<file path="config.mk">
export PLATFORM = sky130hd
export DESIGN_NAME = fetch_stage_flat
export DESIGN_NICKNAME = d
export VERILOG_FILES = /design/src/rtl/mips_pkg.sv /design/src/rtl/fetch_stage_if.sv /design/src/rtl/Adder.sv /design/src/rtl/fetch_stage.sv /design/src/flat_wrapper.sv
export SDC_FILE = /design/constraint.sdc
export NUM_CORES = 1
export LEC_CHECK = 0
export CORE_AREA = 2 2 143 145
export DETAILED_ROUTE_END_ITERATION = 7
export DIE_AREA = 0 0 145 147
export GPL_TIMING_DRIVEN = 0
export SYNTH_ARGS = -nofsm -noshare
export SYNTH_HDL_FRONTEND = slang
export SYNTH_SLANG_ARGS = --single-unit
</file>
<file path="constraint.sdc">
create_clock -name clk -period 2.6 [get_ports clk]
set_clock_uncertainty 0.15 [all_clocks]
set_input_delay 0.52 -clock clk [delete_from_list [all_inputs] [get_ports clk]]
set_output_delay 0.52 -clock clk [all_outputs]
set_load 0.01 [all_outputs]
</file>
<file path="src/rtl/mips_pkg.sv">
// Shared definitions for the fetch-stage slice.
//   fetch_state_t    : fetch FSM encoding (IDLE / FETCH / DROP)
//   WORD_W           : datapath / address width
//   RESET_PC_DEFAULT : default PC loaded on reset
package mips_pkg;

  localparam int unsigned WORD_W = 32;

  localparam logic [WORD_W-1:0] RESET_PC_DEFAULT = 32'h0000_0000;

  typedef enum logic [1:0] {
    IDLE  = 2'd0,
    FETCH = 2'd1,
    DROP  = 2'd2
  } fetch_state_t;

endpackage

</file>
<file path="src/rtl/fetch_stage_if.sv">
// Instruction-memory request/ack bus between the fetch stage and memory.
//   imem_req   : request, held until imem_ack
//   imem_addr  : registered request address, stable while imem_req=1
//   imem_ack   : one-cycle completion pulse
//   imem_rdata : instruction word, valid with imem_ack
// master = fetch stage, slave = instruction memory.
interface fetch_stage_if;
  import mips_pkg::*;

  logic              imem_req;
  logic [WORD_W-1:0] imem_addr;
  logic              imem_ack;
  logic [WORD_W-1:0] imem_rdata;

  modport master (
    output imem_req,
    output imem_addr,
    input  imem_ack,
    input  imem_rdata
  );

  modport slave (
    input  imem_req,
    input  imem_addr,
    output imem_ack,
    output imem_rdata
  );

endinterface

</file>
<file path="src/rtl/Adder.sv">
// Combinational WIDTH-bit adder, result modulo 2^WIDTH.
//   a, b : operands
//   sum  : a + b (carry out discarded)
module Adder #(
  parameter int unsigned WIDTH = 32
) (
  input  logic [WIDTH-1:0] a,
  input  logic [WIDTH-1:0] b,
  output logic [WIDTH-1:0] sum
);

  always_comb begin
    sum = a + b;
  end

endmodule

</file>
<file path="src/rtl/fetch_stage.sv">
// Instruction fetch stage with a single-entry fetch buffer.
//   clk, rst   : clock and synchronous active-high reset
//   freeze     : ID stall, the buffer is not consumed this cycle
//   Br_taken   : one-cycle branch redirect from EXE
//   Br_Addr    : branch target, valid with Br_taken
//   imem       : instruction-memory bus (master side)
//   IF_PC      : PC+4 of the buffered instruction
//   IF_instr   : buffered instruction word
//   IF_valid   : buffer holds an unconsumed instruction
//   flush      : combinational IF/ID flush (Br_taken, masked by rst)
module fetch_stage
  import mips_pkg::*;
#(
  parameter logic [WORD_W-1:0] RESET_PC = RESET_PC_DEFAULT
) (
  input  logic              clk,
  input  logic              rst,
  input  logic              freeze,
  input  logic              Br_taken,
  input  logic [WORD_W-1:0] Br_Addr,
  fetch_stage_if.master     imem,
  output logic [WORD_W-1:0] IF_PC,
  output logic [WORD_W-1:0] IF_instr,
  output logic              IF_valid,
  output logic              flush
);

  fetch_state_t      state, state_next;
  logic [WORD_W-1:0] pc;
  logic [WORD_W-1:0] pc_plus4;
  logic [WORD_W-1:0] addr_q;
  logic              consume;
  logic              start_fetch;
  logic              fill;

  Adder #(
    .WIDTH(WORD_W)
  ) u_pc_adder (
    .a  (pc),
    .b  (WORD_W'(4)),
    .sum(pc_plus4)
  );

  assign consume = IF_valid & ~freeze;

  // A new request only starts when the buffer will be empty next cycle,
  // so the buffer is guaranteed empty for the whole FETCH.
  assign start_fetch = (state == IDLE) && !Br_taken && (!IF_valid || !freeze);

  // Returned data is kept only in FETCH and only without a redirect.
  assign fill = (state == FETCH) && imem.imem_ack && !Br_taken;

  // State register
  always_ff @(posedge clk) begin
    if (rst) begin
      state <= IDLE;
    end else begin
      state <= state_next;
    end
  end

  // Next-state logic
  always_comb begin
    state_next = state;
    unique case (state)
      IDLE: begin
        if (start_fetch) state_next = FETCH;
      end
      FETCH: begin
        if (imem.imem_ack)  state_next = IDLE;
        else if (Br_taken)  state_next = DROP;
      end
      DROP: begin
        if (imem.imem_ack)  state_next = IDLE;
      end
      default: state_next = IDLE;
    endcase
  end

  // Outputs
  always_comb begin
    imem.imem_req  = (state != IDLE);
    imem.imem_addr = addr_q;
    flush          = Br_taken & ~rst;
  end

  // Datapath: PC, request address and fetch buffer
  always_ff @(posedge clk) begin
    if (rst) begin
      pc       <= RESET_PC;
      addr_q   <= '0;
      IF_PC    <= '0;
      IF_instr <= '0;
      IF_valid <= 1'b0;
    end else begin
      if (start_fetch) begin
        addr_q <= pc;
      end

      if (Br_taken) begin
        pc       <= Br_Addr;
        IF_valid <= 1'b0;
      end else if (fill) begin
        pc       <= pc_plus4;
        IF_PC    <= pc_plus4;
        IF_instr <= imem.imem_rdata;
        IF_valid <= 1'b1;
      end else if (consume) begin
        IF_valid <= 1'b0;
      end
    end
  end

endmodule

</file>
<file path="src/flat_wrapper.sv">
// flat-port wrapper written by rule: the top's interface ports become plain ports
module fetch_stage_flat import mips_pkg::*;
#(
  parameter logic [WORD_W-1:0] RESET_PC = RESET_PC_DEFAULT
)
  (clk, rst, freeze, Br_taken, Br_Addr, IF_PC, IF_instr, IF_valid, flush, imem_imem_req, imem_imem_addr, imem_imem_ack, imem_imem_rdata);
  fetch_stage_if imem_i ();
  input  logic clk;
  input  logic rst;
  input  logic freeze;
  input  logic Br_taken;
  input  logic [WORD_W-1:0] Br_Addr;
  output logic [WORD_W-1:0] IF_PC;
  output logic [WORD_W-1:0] IF_instr;
  output logic IF_valid;
  output logic flush;
  output wire logic [$bits(imem_i.imem_req)-1:0] imem_imem_req;
  output wire logic [$bits(imem_i.imem_addr)-1:0] imem_imem_addr;
  input wire logic [$bits(imem_i.imem_ack)-1:0] imem_imem_ack;
  input wire logic [$bits(imem_i.imem_rdata)-1:0] imem_imem_rdata;
  assign imem_imem_req = imem_i.imem_req;
  assign imem_imem_addr = imem_i.imem_addr;
  assign imem_i.imem_ack = imem_imem_ack;
  assign imem_i.imem_rdata = imem_imem_rdata;
  fetch_stage #(.RESET_PC(RESET_PC)) u_core (.clk(clk), .rst(rst), .freeze(freeze), .Br_taken(Br_taken), .Br_Addr(Br_Addr), .imem(imem_i), .IF_PC(IF_PC), .IF_instr(IF_instr), .IF_valid(IF_valid), .flush(flush));
endmodule
</file>
==> results.py <==
metrics = {
    "run_status": {
        "status": "finished, final reports clean",
    },
    "synthesis": {
        "synthCells": 732,
        "synth_nets": 802,
        "yosys_warnings": 0,
        "synth_area_per_cell_um2": 8.00,
        "syn_area_mm2": 0.00585,
        "synth-simple-area-share_pct": 26.8,
        "synth-edff-count": 0,
        "ys.flop_type": "dfxtp_1",
        "synth_compound_area_share_pct": 18.3,
        "yosys.area.top_type_share_pct": 44.8,
        "postSynth.asyncResetShare_pct": 0,
        "ys_types": 49,
        "synth-xor-area-share_pct": 3.44,
        "synth_fa_ha_area_share_pct": 0.214,
        "synth_top_cell_by_area": "dfxtp_1",
        "synthMuxAreaShare_pct": 0.534,
        "ys_ff_latch": 131,
        "synth_area_leaders": "dfxtp_1, nand2_1, a21oi_1, a211oi_1, nor2_1",
        "ys_seq_area_share_pct": 44.8,
        "synth_top_family_by_area": "simple AND/OR/NAND/NOR gates",
    },
    "drt": {
        "via_per_inst": 5.00,
        "dr_total_vias": 5994,
        "drtAntennaViolNets": 0,
        "drt_wl_total_um": 20500,
        "drtIter0Drc": 411,
        "drc": 0,
        "dr.pass1.iters": 5,
        "wire_per_inst_um": 17.1,
    },
    "clock_tree": {
        "clockBufferDepth": 2,
        "htree_num_levels": 4,
        "cts.sinks": 131,
        "clockRootBuffer": "clkbuf_16",
        "cts_tree": "done",
        "cts.clk_slew.worst_paths_ps": 60,
        "numCtsBuffers": 17,
        "clock_latency_ps": 420,
    },
    "placement": {
        "routabilityCongestion": 0.858,
        "placed_cells": 1167,
        "dp_slack_ps": -1070,
        "placed_area_mm2": 0.00784,
        "io_buffers": 165,
        "dpl.hpwl_um": 15000,
    },
    "timing": {
        "finalCritPeriodShare_pct": 97.4,
        "rsz0062_at_grt": "no",
        "holdWs_ps": 302,
        "tightest_slew_ps": 912,
        "worst_slack_ps": 66.7,
        "setup_violations": 0,
        "fmax_mhz": 395,
        "slew_viol_final": 0,
        "fin_crit_ps": 2530,
        "max_slew_margin_pct": 38.8,
        "hold_viol_final": 0,
    },
    "pwr": {
        "peakVddDrop_v": 0.000452,
        "leakagePower_nw": 2.79,
        "p_clk_share_pct": 45.2,
        "p_sw_w": 0.00130,
        "powerDensity_mw_per_mm2": 600,
        "power.share.switching_pct": 25.5,
        "comb_power_share_pct": 12.4,
        "p_int_w": 0.00380,
        "finalPower_w": 0.00511,
        "seqPwrFrac_pct": 42.4,
    },
    "die": {
        "ios": 168,
        "fp.coreArea_mm2": 0.0198,
        "die_w_um": 145,
        "initial_core_util_pct": 29.5,
        "rows": 52,
        "die_y_um": 147,
        "die_area_mm2": 0.0213,
    },
    "global_routing": {
        "grtUsageMet3_pct": 6.27,
        "gr-total-overflow": 0,
        "antenna_found_initial": 0,
        "grt_start_max_net_pins": 17,
        "first_global_vias": 5831,
        "gr-max-usage-layer": "met2",
        "grtUsageMet2_pct": 30.6,
        "grt_pass1_wl_um": 32500,
        "track_usage_pct": 19.4,
        "grt_util_met1_pct": 25.4,
    },
    "worst_setup_path": {
        "critical_path.most_common_cell": "or4_1",
        "cp_slowest_stage_delay_ps": 540,
        "path_class": "reg2reg",
        "cp_cell_sequence": "ha_2, nand3_1, or4_1, buf_2, or4_1, a311oi_1",
        "cp_max_fo": 9,
        "crit_slowest_cell": "or4_1",
        "cp.arrival_ps": 2710,
        "start_kind": "flop",
        "worstSetupEndpointType": "flop",
        "required_ps": 2780,
    },
    "layout": {
        "final_nets": 987,
        "fin_area_mm2": 0.00851,
        "drive_gt1_share_pct": 7.96,
        "multi_input_area_mm2": 0.00295,
        "final_common_cell": "clkdlybuf4s50_1",
        "antenna_cells": 0,
        "syn_to_final_growth_pct": 45.4,
        "final_cells": 1200,
        "final_cell_mix": "clkdlybuf4s50_1, nand2_1, dfxtp_1",
        "ff_latch_area_mm2": 0.00263,
        "nFillCells": 2019,
    },
    "job": {
        "maxCapViolations": 0,
    },
    "min_path": {
        "holdCritPathClass": "reg2reg",
    },
}
## cell usage after synthesis (4+ instances only)
cell type  count
o31ai_1       12
xor2_1         8
a21oi_1       73
or3_1         12
a2111oi_0      6
inv_1          8
dfxtp_1      131
buf_2         14
nand4_1       18
nand2_1      155
nor4_1        14
and3_1         4
buf_4          5
o21ai_0       10
nor3_1        11
and4_1        11
xnor2_1       15
or4_1         17
clkbuf_1      50
nor2_1        55
a211oi_1      30
nand3_1       18
a311oi_1      15
## worst max-delay path: cells and delay by family, from the launching register on
| family | cells | cell delay [ps] |
|---|---|---|
| simple gates | 3 | 1200 |
| buf+inv | 1 | 190 |
| flops | 1 | 420 |
| fa+ha+maj | 1 | 230 |
| compound gates | 1 | 240 |
## power groups by stage
stage	clock network [W]	registers (W)	logic, W
floorplan	0	0.00221	0.000284
global placement	0	0.00220	0.000626
detailed placement	0	0.00220	0.000628
CTS	0.00235	0.00216	0.000636
global route	0.00243	0.00218	0.000691
finish	0.00231	0.00217	0.000632
## cell type report
class | count | area share, %
multi-input cells | 521 | 34.6
flip-flops and latches | 131 | 30.8
repair buffers | 169 | 19.9
clock buffers | 24 | 5.78
well taps | 270 | 3.97
plain buffers | 68 | 3.59
clock inverters | 8 | 0.897
inverters | 9 | 0.426
## sequential cells by signal, indices dropped and copies added (netlist names)
register and cells:
u_core.pc 32, u_core.imem.imem_addr 32, u_core.IF_PC 32, u_core.IF_instr 32, u_core.state 2, u_core.IF_valid 1
## path summary, 6_finish.rpt
| kind | endpoint | startpoint | cells past startpoint | slack [ps] |
|---|---|---|---|---|
| worst min register to register | u_core.IF_instr[28] | u_core.IF_instr[28] | 2 | 300 |
| worst min-delay path | u_core.IF_instr[28] | u_core.IF_instr[28] | 2 | 300 |
| worst max register to register | u_core.IF_PC[26] | u_core.pc[2] | 6 | 70 |
| worst max-delay path | u_core.IF_PC[26] | u_core.pc[2] | 6 | 70 |
## stage by stage
stage	setup TNS (ps)	utilization, %
6_report	0	42.9
2_1_floorplan	0	-
5_1_grt	0	42.9
3_3_place_gp	-53290	39.5
4_1_cts	0	42.7
3_5_place_dp	-54750	39.5
## cells by family after synthesis
group | count (synthesis)
adders and majority gates | 1
muxes | 3
buffers and inverters | 80
AOI/OAI and AO/OA | 166
DFF | 131
and+or+nand+nor | 328
xor gates and xnor gates | 23
## timing repair
item / CTS / global route
resized for setup: 10 / 14
endpoints found under the setup margin: 68 / 42
setup buffers: 1 / 3
hold buffers: 0 / 0
pin swaps: 1 / 2
## layer usage
metal | up-vias | wire length (um)
met5 | - | 0
met2 | 221 | 9180
met4 | 0 | 346
met3 | 28 | 1780
met1 | 2762 | 9160
li1 | 2983 | -
No activity file was read; power rests on OpenSTA's default activity.
